[config.mk]
export PLATFORM = sky130hd
export DESIGN_NAME = fifo_frame_sequencer_flat
export DESIGN_NICKNAME = d
export VERILOG_FILES = /design/src/rtl/fifo_frame_sequencer_pkg.sv /design/src/rtl/fifo_frame_sequencer_if.sv /design/src/rtl/fifo_frame_sequencer_skid.sv /design/src/rtl/fifo_frame_sequencer.sv /design/src/flat_wrapper.sv
export SDC_FILE = /design/constraint.sdc
export NUM_CORES = 1
export LEC_CHECK = 0
export CORE_MARGIN = 3
export CORE_UTILIZATION = 40
export CTS_BUF_LIST = sky130_fd_sc_hd__clkbuf_4 sky130_fd_sc_hd__clkbuf_8
export DETAILED_ROUTE_END_ITERATION = 8
export GPL_ROUTABILITY_DRIVEN = 0
export PLACE_DENSITY_LB_ADDON = 0.08
export SYNTH_ARGS = -nofsm -noshare
export SYNTH_HDL_FRONTEND = slang
export SYNTH_SLANG_ARGS = --single-unit
[constraint.sdc]
create_clock -name clk -period 2.87 [get_ports clk]
set_clock_uncertainty 0.15 [all_clocks]
set_input_delay 0.287 -clock clk [delete_from_list [all_inputs] [get_ports clk]]
set_output_delay 0.287 -clock clk [all_outputs]
set_load 0.05 [all_outputs]
[src/rtl/fifo_frame_sequencer_pkg.sv]
// Shared types and widths for the FIFO read-side frame sequencer.
package fifo_frame_sequencer_pkg;

   localparam int unsigned CNT_W  = 16;
   localparam int unsigned SEQ_W  = 8;
   localparam int unsigned SYNC_W = 8;

   typedef enum logic [2:0] {
      ST_IDLE    = 3'd0,
      ST_HEADER  = 3'd1,
      ST_PAYLOAD = 3'd2,
      ST_PAD     = 3'd3,
      ST_DONE    = 3'd4
   } state_t;

endpackage

[src/rtl/fifo_frame_sequencer_if.sv]
// FIFO read port plus outgoing valid/ready stream of the frame sequencer.
interface fifo_frame_sequencer_if #(
   parameter int unsigned DATA_WIDTH = 16
);
   logic                  fifo_empty;
   logic                  fifo_rd_en;
   logic [DATA_WIDTH-1:0] fifo_rdata;
   logic [DATA_WIDTH-1:0] m_data;
   logic                  m_valid;
   logic                  m_ready;
   logic                  m_last;

   modport master (
      input  fifo_empty, fifo_rdata, m_ready,
      output fifo_rd_en, m_data, m_valid, m_last
   );

   modport slave (
      output fifo_empty, fifo_rdata, m_ready,
      input  fifo_rd_en, m_data, m_valid, m_last
   );
endinterface

[src/rtl/fifo_frame_sequencer_skid.sv]
// Two-entry register buffer between FIFO read data and the output stream.
module seq_skid_buffer #(
   parameter int unsigned DATA_WIDTH = 16
) (
   input  logic                  clk,
   input  logic                  rst_n,
   input  logic                  push,
   input  logic [DATA_WIDTH-1:0] push_data,
   input  logic                  pop,
   output logic [DATA_WIDTH-1:0] head,
   output logic [1:0]            count
);
   logic [DATA_WIDTH-1:0] mem0, mem1;

   assign head = mem0;

   always_ff @(posedge clk or negedge rst_n) begin
      if (!rst_n) begin
         mem0  <= '0;
         mem1  <= '0;
         count <= '0;
      end else begin
         case ({push, pop})
            2'b10: begin
               if (count == 2'd0) mem0 <= push_data;
               else               mem1 <= push_data;
               count <= count + 2'd1;
            end
            2'b01: begin
               mem0  <= mem1;
               count <= count - 2'd1;
            end
            2'b11: begin
               if (count == 2'd1) begin
                  mem0 <= push_data;
               end else begin
                  mem0 <= mem1;
                  mem1 <= push_data;
               end
            end
            default: ;
         endcase
      end
   end
endmodule

[src/rtl/fifo_frame_sequencer.sv]
// Frames FIFO samples as header + FRAME_LEN payload words, padding on producer timeout.
module fifo_frame_sequencer
   import fifo_frame_sequencer_pkg::*;
#(
   parameter int unsigned DATA_WIDTH = 16,
   parameter int unsigned FRAME_LEN  = 64,
   parameter int unsigned TIMEOUT    = 256,
   parameter logic [7:0]  SYNC_BYTE  = 8'hA5
) (
   input  logic                  clk,
   input  logic                  rst_n,
   input  logic                  enable,
   fifo_frame_sequencer_if.master bus,
   output logic                  underrun,
   output logic                  busy,
   output logic [SEQ_W-1:0]      seq_num
);
   localparam int unsigned       IDLE_W   = $clog2(TIMEOUT + 1);
   localparam logic [CNT_W-1:0]  LEN      = CNT_W'(FRAME_LEN);
   localparam logic [CNT_W-1:0]  LAST_IDX = CNT_W'(FRAME_LEN - 1);
   localparam logic [IDLE_W-1:0] IDLE_MAX = IDLE_W'(TIMEOUT - 1);

   state_t                state;
   logic [CNT_W-1:0]      issued, sent;
   logic [IDLE_W-1:0]     idle_cnt;
   logic                  inflight;
   logic [DATA_WIDTH-1:0] head, hdr, data;
   logic [1:0]            count, occ;
   logic                  buf_valid, pad_word, valid, last;
   logic                  in_frame, xfer, pop, frame_end, rd_en, rd_accept;

   seq_skid_buffer #(.DATA_WIDTH(DATA_WIDTH)) u_skid (
      .clk       (clk),
      .rst_n     (rst_n),
      .push      (inflight),
      .push_data (bus.fifo_rdata),
      .pop       (pop),
      .head      (head),
      .count     (count)
   );

   always_comb begin
      hdr = '0;
      hdr[DATA_WIDTH-1 -: SYNC_W] = SYNC_BYTE;
      hdr[SEQ_W-1:0] = seq_num;
   end

   assign buf_valid = (count != 2'd0);
   assign pad_word  = (state == ST_PAD) && !buf_valid && !inflight;
   assign in_frame  = (state == ST_PAYLOAD) || (state == ST_PAD);

   always_comb begin
      valid = 1'b0;
      data  = '0;
      last  = 1'b0;
      case (state)
         ST_HEADER: begin
            valid = 1'b1;
            data  = hdr;
         end
         ST_PAYLOAD: begin
            valid = buf_valid;
            data  = head;
            last  = buf_valid && (sent == LAST_IDX);
         end
         ST_PAD: begin
            valid = buf_valid || pad_word;
            data  = buf_valid ? head : '0;
            last  = valid && (sent == LAST_IDX);
         end
         default: ;
      endcase
   end

   assign xfer      = valid && bus.m_ready;
   assign pop       = xfer && buf_valid && in_frame;
   assign frame_end = xfer && in_frame && (sent == LAST_IDX);
   // Occupancy excludes the word leaving this cycle so reads sustain one word per clock.
   assign occ       = count - {1'b0, pop} + {1'b0, inflight};
   assign rd_en     = (state == ST_PAYLOAD) && !bus.fifo_empty && (occ < 2'd2) && (issued < LEN);
   assign rd_accept = rd_en && !bus.fifo_empty;
   assign busy      = (state != ST_IDLE);

   assign bus.fifo_rd_en = rd_en;
   assign bus.m_valid    = valid;
   assign bus.m_data     = data;
   assign bus.m_last     = last;

   always_ff @(posedge clk or negedge rst_n) begin
      if (!rst_n) begin
         state    <= ST_IDLE;
         issued   <= '0;
         sent     <= '0;
         idle_cnt <= '0;
         inflight <= 1'b0;
         underrun <= 1'b0;
         seq_num  <= '0;
      end else begin
         underrun <= 1'b0;
         inflight <= rd_accept;
         if (rd_accept) issued <= issued + CNT_W'(1);
         if (xfer && in_frame) sent <= sent + CNT_W'(1);
         case (state)
            ST_IDLE: begin
               if (enable && !bus.fifo_empty) state <= ST_HEADER;
            end
            ST_HEADER: begin
               if (xfer) begin
                  state    <= ST_PAYLOAD;
                  issued   <= '0;
                  sent     <= '0;
                  idle_cnt <= '0;
               end
            end
            ST_PAYLOAD: begin
               if (rd_accept) begin
                  idle_cnt <= '0;
               end else if (bus.fifo_empty && (issued < LEN)) begin
                  idle_cnt <= idle_cnt + IDLE_W'(1);
                  if (idle_cnt == IDLE_MAX) begin
                     state    <= ST_PAD;
                     underrun <= 1'b1;
                  end
               end
               if (frame_end) state <= ST_DONE;
            end
            ST_PAD: begin
               if (frame_end) state <= ST_DONE;
            end
            ST_DONE: begin
               seq_num <= seq_num + SEQ_W'(1);
               state   <= (enable && !bus.fifo_empty) ? ST_HEADER : ST_IDLE;
            end
            default: state <= ST_IDLE;
         endcase
      end
   end
endmodule

[src/flat_wrapper.sv]
// flat-port wrapper written by rule: the top's interface ports become plain ports
module fifo_frame_sequencer_flat import fifo_frame_sequencer_pkg::*;
#(
   parameter int unsigned DATA_WIDTH = 16,
   parameter int unsigned FRAME_LEN  = 64,
   parameter int unsigned TIMEOUT    = 256,
   parameter logic [7:0]  SYNC_BYTE  = 8'hA5
)
  (clk, rst_n, enable, underrun, busy, seq_num, bus_fifo_empty, bus_fifo_rdata, bus_m_ready, bus_fifo_rd_en, bus_m_data, bus_m_valid, bus_m_last);
  fifo_frame_sequencer_if #(.DATA_WIDTH(DATA_WIDTH)) bus_i ();
  input  logic clk;
  input  logic rst_n;
  input  logic enable;
  output logic underrun;
  output logic busy;
  output logic [SEQ_W-1:0] seq_num;
  input wire logic [$bits(bus_i.fifo_empty)-1:0] bus_fifo_empty;
  input wire logic [$bits(bus_i.fifo_rdata)-1:0] bus_fifo_rdata;
  input wire logic [$bits(bus_i.m_ready)-1:0] bus_m_ready;
  output wire logic [$bits(bus_i.fifo_rd_en)-1:0] bus_fifo_rd_en;
  output wire logic [$bits(bus_i.m_data)-1:0] bus_m_data;
  output wire logic [$bits(bus_i.m_valid)-1:0] bus_m_valid;
  output wire logic [$bits(bus_i.m_last)-1:0] bus_m_last;
  assign bus_i.fifo_empty = bus_fifo_empty;
  assign bus_i.fifo_rdata = bus_fifo_rdata;
  assign bus_i.m_ready = bus_m_ready;
  assign bus_fifo_rd_en = bus_i.fifo_rd_en;
  assign bus_m_data = bus_i.m_data;
  assign bus_m_valid = bus_i.m_valid;
  assign bus_m_last = bus_i.m_last;
  fifo_frame_sequencer #(.DATA_WIDTH(DATA_WIDTH), .FRAME_LEN(FRAME_LEN), .TIMEOUT(TIMEOUT), .SYNC_BYTE(SYNC_BYTE)) u_core (.clk(clk), .rst_n(rst_n), .enable(enable), .bus(bus_i), .underrun(underrun), .busy(busy), .seq_num(seq_num));
endmodule
==> results_dict.tcl, run 1 <==
set metrics [dict create \
    outcome "finished clean" \
    htreeDepth 3 \
    numCtsBuffers 9 \
    grt_max_degree 51 \
    wirelength_mm 9.59 \
    area_growth_pct 27.6 \
    drc_errors 0 \
    synth-main-ff-cell "dfrtp_1" \
    finalSetupViolations 0 \
    synth-edff-count 0 \
    firstDrtPassIters 4 \
    cp-end-kind "primary output" \
    synthDistinctLibCells 51 \
    die_w_um 110 \
    tightest_slew_ps 622 \
    crit_path_max_fanout 4 \
    power.density_nw_per_um2 1050 \
    yosys_warnings 0 \
    cts_root_buf "clkbuf_8" \
    grt_overflow 0 \
    grt_pass1_wl_mm 16.2 \
    async_flop_share_pct 100 \
    start_kind "flop" \
    synth_seq_cells 88 \
    clock-sinks 88 \
    final-instance-count-excl-fill 615 \
    drive_gt1_share_pct 19.8 \
    rows 37 \
    hold_violations 0 \
    p_int_w 0.00344 \
    ir_drop_mv 0.425 \
    required_ps 2430 \
    swShare_pct 40.3 \
    design.die.area_um2 12100 \
    leakage_nw 2.54 \
    drt-initial-drc-count 238 \
    fmax_mhz 369 \
    n_antenna_cell 0 \
    rsz0062_at_grt "false" \
    vias 3197 \
    wl_per_cell_um 15.6 \
    start_util_pct 41.4 \
    maxCapViolCount 0 \
    worstPathArrival_ps 2270 \
    antenna_found_initial 0 \
    pwr-share-clk_pct 15.6 \
    die_y_um 110 \
    yosys.area.top_type "dfrtp_1" \
    relSlewSlack_pct 58.4 \
    seq_area_frac_synth_pct 51.1 \
    core_region_area_um2 10400 \
    pwr-share-comb_pct 52.8 \
    placed_cells 597 \
    drv_slew 0 \
    fillers 931 \
    grt_pass1_vias 3119 \
    grtUsageTotal_pct 17.4 \
    period_needed_ps 2710 \
    syn-num-nets 441 \
    viasPerCell 5.20 \
    ys_top_cells_by_area "dfrtp_1, nand2_1, mux2_2" \
    postRouteAntennaNets 0 \
    power_w 0.00577 \
    cts_buffer_depth 2 \
    synth_cells 409 \
    cts_tree "built" \
    dp_hpwl_mm 6.74 \
    io_buffers 49 \
    holdCritPathClass "primary input to async pin" \
    syn_area_per_cell_um2 10.5 \
    clkTransAtPathRegs_ps 90 \
    fin_crit_sh_pct 94.4 \
    crit_type "flop to primary output" \
    tns_ps 0 \
    io_pins 50 \
    pwr-share-seq_pct 31.6 \
    nNetsFinal 506 \
    power_switching_w 0.00233 \
    syn-cell-area_um2 4310 \
    synth_largest_type_area_fraction_pct 51.1 \
    clk-insertion-delay-late_ps 350 \
]
[what timing repair did]
| item | in CTS | in global routing |
|---|---|---|
| hold endpoints to repair | 38 | 0 |
| pin swaps | 0 | 1 |
| resized for setup | 1 | 4 |
| buffers inserted | 1 | 0 |
| endpoints found under the setup margin | 1 | 1 |
| hold buffers | 1 | 0 |
[synthesized netlist by cell type (3+ instances only)]
| cell | number |
|---|---|
| ha_1 | 11 |
| a22oi_1 | 16 |
| a31o_2 | 3 |
| a22o_1 | 8 |
| nand2b_1 | 6 |
| nand2_1 | 51 |
| and3_1 | 10 |
| clkbuf_1 | 12 |
| xor2_1 | 4 |
| nor2b_1 | 3 |
| a21o_1 | 5 |
| buf_2 | 3 |
| dfrtp_1 | 88 |
| inv_1 | 9 |
| nand4_1 | 11 |
| mux2_2 | 17 |
| nor3_1 | 3 |
| nand3_1 | 12 |
| nor2_1 | 21 |
| a31oi_1 | 4 |
| mux2i_1 | 13 |
| o21ai_0 | 23 |
| a21oi_1 | 19 |
| and2_1 | 14 |
| xnor2_1 | 11 |
[worst max-delay path, cell delays in order, from the launching register on]
cell and delay (ps):
dfrtp_1 410, inv_1 80, ha_1 230, nor2_4 150, ha_1 270, nor2b_2 170
xnor2_2 110, buf_4 160, nor4_4 170, buf_12 180
[area by class of cell]
type | instances | area, µm² | area share [%]
repair buffers | 70 | 838 | 15.3
inverters | 9 | 33.8 | 0.615
multi-input cells | 296 | 2050 | 37.2
flip-flops and latches | 88 | 2200 | 40.1
well taps | 136 | 170 | 3.10
clock inverters | 5 | 55.1 | 1.00
clock buffers | 11 | 151 | 2.75
[state kept, by name (all words and copies together), names as in the netlist]
register	flops
u_core.state	3
u_core.inflight	1
u_core.seq_num	8
u_core.issued	16
u_core.sent	16
u_core.idle_cnt	9
u_core.underrun	1
u_core.u_skid.count	2
u_core.u_skid.mem1	16
u_core.u_skid.head	16
[layer usage]
layer,vias to the layer above,track usage (%),wire (µm)
li1,1594,-,-
met1,1548,26.5,4950
met2,48,24.3,4180
met3,7,3.88,350
met4,0,5.34,106
met5,-,0,0
[through the flow]
step	hold WS (ps)	setup slack, ps	util [%]	area (µm²)
floorplan	-159	197	-	4320
global placement	153	112	50.4	5250
detailed placement	152	88.1	50.4	5250
CTS	300	50.4	52.6	5470
global route	323	8.99	52.8	5500
finish	290	160	52.8	5500
[worst paths after layout]
check / start / to / slack (ps) / cells past startpoint
min in group clk: u_core.sent[15] / u_core.sent[15] / 320 / 1
setup / recovery: u_core.u_skid.count[1] / bus_fifo_rd_en / 160 / 9
hold reg to reg: u_core.sent[15] / u_core.sent[15] / 320 / 1
hold / removal: rst_n / u_core.sent[4] / 290 / 2
max in group asynchronous: rst_n / u_core.issued[0] / 1630 / 3
setup reg to reg: u_core.u_skid.count[1] / u_core.idle_cnt[0] / 410 / 9
[layout by cell type, fill, tap and decap left out, drive strengths merged, types with 8 or more instances in the layout]
master | netlist | final
nand3 | 13 | 13
nor2 | 21 | 21
and2 | 15 | 15
ha | 11 | 11
clkdlybuf4s50 | 0 | 29
buf | 4 | 40
a21oi | 20 | 20
dfrtp | 88 | 88
a22o | 8 | 8
mux2i | 13 | 13
nand4 | 11 | 11
a22oi | 16 | 16
o21ai | 23 | 23
clkbuf | 12 | 11
and3 | 11 | 11
mux2 | 18 | 18
nand2 | 51 | 51
xnor2 | 11 | 11
inv | 9 | 9
[power groups by stage]
| stage | clock, W | sequential, W | combinational (W) |
|---|---|---|---|
| after floorplan | 0 | 0.00177 | 0.00190 |
| after global placement | 0 | 0.00184 | 0.00297 |
| after detailed placement | 0 | 0.00186 | 0.00301 |
| after CTS | 0.000920 | 0.00182 | 0.00303 |
| after global routing | 0.000989 | 0.00188 | 0.00331 |
| final | 0.000901 | 0.00182 | 0.00304 |
[kinds of logic (layout without fill, tap and decap cells)]
family / count (synthesis) / in the layout / share of synthesized area (%)
AO/OA/AOI/OAI: 88 / 88 / 13.7
XOR/XNOR: 15 / 15 / 3.05
adder cells (fa/ha/maj): 11 / 11 / 3.19
buffers and inverters: 25 / 95 / 2.35
flip-flops: 88 / 88 / 51.1
multiplexers: 31 / 31 / 7.81
AND/OR/NAND/NOR: 151 / 151 / 18.8
Power figures use the tool's default switching activity.
==> inputs of run 2 (changes only) <==
--- a/config.mk
+++ b/config.mk
@@ -11,6 +11,7 @@
 export DETAILED_ROUTE_END_ITERATION = 8
 export GPL_ROUTABILITY_DRIVEN = 0
 export PLACE_DENSITY_LB_ADDON = 0.08
+export RECOVER_POWER = 25
 export SYNTH_ARGS = -nofsm -noshare
 export SYNTH_HDL_FRONTEND = slang
 export SYNTH_SLANG_ARGS = --single-unit
==> run 2 against run 1 <==
  * Design area decreased by 0.32%
  * Clock power is essentially flat
  * Critical endpoint unchanged
  * Largest cell class unchanged
  * Flip-flop and latch count unchanged
==> results_dict.tcl, run 2 (same netlist as run 1, synthesis figures left out) <==
set metrics [dict create \
    start_util_pct 41.4 \
    clk-insertion-delay-late_ps 350 \
    nNetsFinal 506 \
    cp-end-kind "primary output" \
    drc_errors 0 \
    crit_top_cell "ha_1" \
    critPathSlowestCell "dfrtp_1" \
    layout_common_cells "dfrtp_1, nand2_1, clkdlybuf4s50_1" \
    clkTransAtPathRegs_ps 90 \
    vias 3191 \
    grt_pass1_vias 3119 \
    outcome "finished clean" \
    cts_tree "built" \
    relSlewSlack_pct 25.1 \
    hold_violations 0 \
    grt_pass1_wl_mm 16.2 \
    required_ps 2430 \
    cts_buffer_depth 2 \
    layout_commonest_cell "dfrtp_1" \
    wl_per_cell_um 15.6 \
    placed_cells 597 \
    grtUsageTotal_pct 17.4 \
    fin_crit_sh_pct 94.5 \
    crit_path_max_fanout 4 \
    n_antenna_cell 0 \
    io_pins 50 \
    postRouteAntennaNets 0 \
    leakage_nw 2.54 \
    die_w_um 110 \
    cp-startpoint "u_core.u_skid.count[1]" \
    firstDrtPassIters 4 \
    die_y_um 110 \
    htreeDepth 3 \
    cts_root_buf "clkbuf_8" \
    antenna_found_initial 0 \
    ir_drop_mv 0.427 \
    core_region_area_um2 10400 \
    holdWs_ps 322 \
    hold_start "u_core.sent[15]" \
    design.die.area_um2 12100 \
    worstPathArrival_ps 2280 \
    drt-initial-drc-count 221 \
    cpPeakStageDelay_ps 410 \
    final-instance-count-excl-fill 615 \
    route.met2.wl_mm 4.23 \
    drv_slew 0 \
    rr_startpoint "u_core.u_skid.count[1]" \
    clock-sinks 88 \
    grt_max_degree 51 \
    power.density_nw_per_um2 1050 \
    area_growth_pct 27.1 \
    grt_overflow 0 \
    fmax_mhz 369 \
    rows 37 \
    start_kind "flop" \
    tightest_slew_ps 1120 \
    viasPerCell 5.19 \
    numCtsBuffers 9 \
    met3_length_um 317 \
    pre_cts_ws_ps 88.1 \
    drive_gt1_share_pct 19.8 \
    rsz0062_at_grt "false" \
    finalSetupViolations 0 \
    fin_ws_ps 157 \
    crit_type "flop to primary output" \
    period_needed_ps 2710 \
    holdCritPathClass "flop to flop" \
    io_buffers 49 \
    crit_path_cell_trace "inv_1 > ha_1 > nor2_4 > ha_1 > nor2b_2 > xnor2_2 > buf_4 > nor4_4 > buf_12" \
    fillers 931 \
    top_layer "met4" \
    wirelength_mm 9.62 \
    maxCapViolCount 0 \
    tns_ps 0 \
    drt-met1-wl_mm 4.97 \
    dp_hpwl_mm 6.74 \
]
## run 2: final timing paths
path,end,slack [ps],cells after the start
max in group asynchronous,u_core.issued[0],450,3
worst max register to register,u_core.idle_cnt[0],410,9
worst max-delay path,bus_fifo_rd_en,160,9
worst min-delay path,u_core.sent[15],320,1
worst min register to register,u_core.sent[15],320,1
min in group asynchronous,u_core.sent[4],460,2
## run 2: worst max-delay path: cells and delay by family (launching register included)
family	cells	cell delay (ps)
buffers and inverters	3	420
adder cells (fa/ha/maj)	2	500
XOR/XNOR	1	110
AND/OR/NAND/NOR	3	490
flip-flops	1	410
## run 2: area by class of cell
type	instances	area, µm²	area share, %
multi-input combinational	296	2050	37.3
clock inverter	5	55.1	1.00
timing repair buffer	70	821	15.0
tap	136	170	3.11
inverter	9	33.8	0.617
sequential	88	2200	40.2
clock buffer	11	151	2.76
## run 2: layer usage
layer | vias to the layer above | global-route usage (%)
met2 | 42 | 24.3
met4 | 0 | 5.34
met3 | 7 | 3.88
met5 | - | 0
met1 | 1546 | 26.5
li1 | 1596 | -
## run 2: what timing repair did
item	4_1_cts	5_1_grt
hold buffers	1	0
pin swaps	0	1
resized for setup	1	4
hold endpoints to repair	38	0
setup endpoints to repair	1	1
gates cloned	0	0
setup buffers	1	0
## run 2: where the power goes
part,switching (W),total (W),internal (W)
clock,0.000455,0.000902,0.000447
combinational,0.00164,0.00304,0.00140
sequential,0.000237,0.00183,0.00159
total,0.00233,0.00577,0.00344
## run 2: per-stage QoR
step / cell area (µm²) / total power (W) / utilization (%)
after detailed placement: 5250 / 0.00486 / 50.4
after CTS: 5470 / 0.00577 / 52.6
after floorplan: 4320 / 0.00367 / -
after global routing: 5480 / 0.00617 / 52.6
after global placement: 5250 / 0.00481 / 50.4
final: 5480 / 0.00577 / 52.6
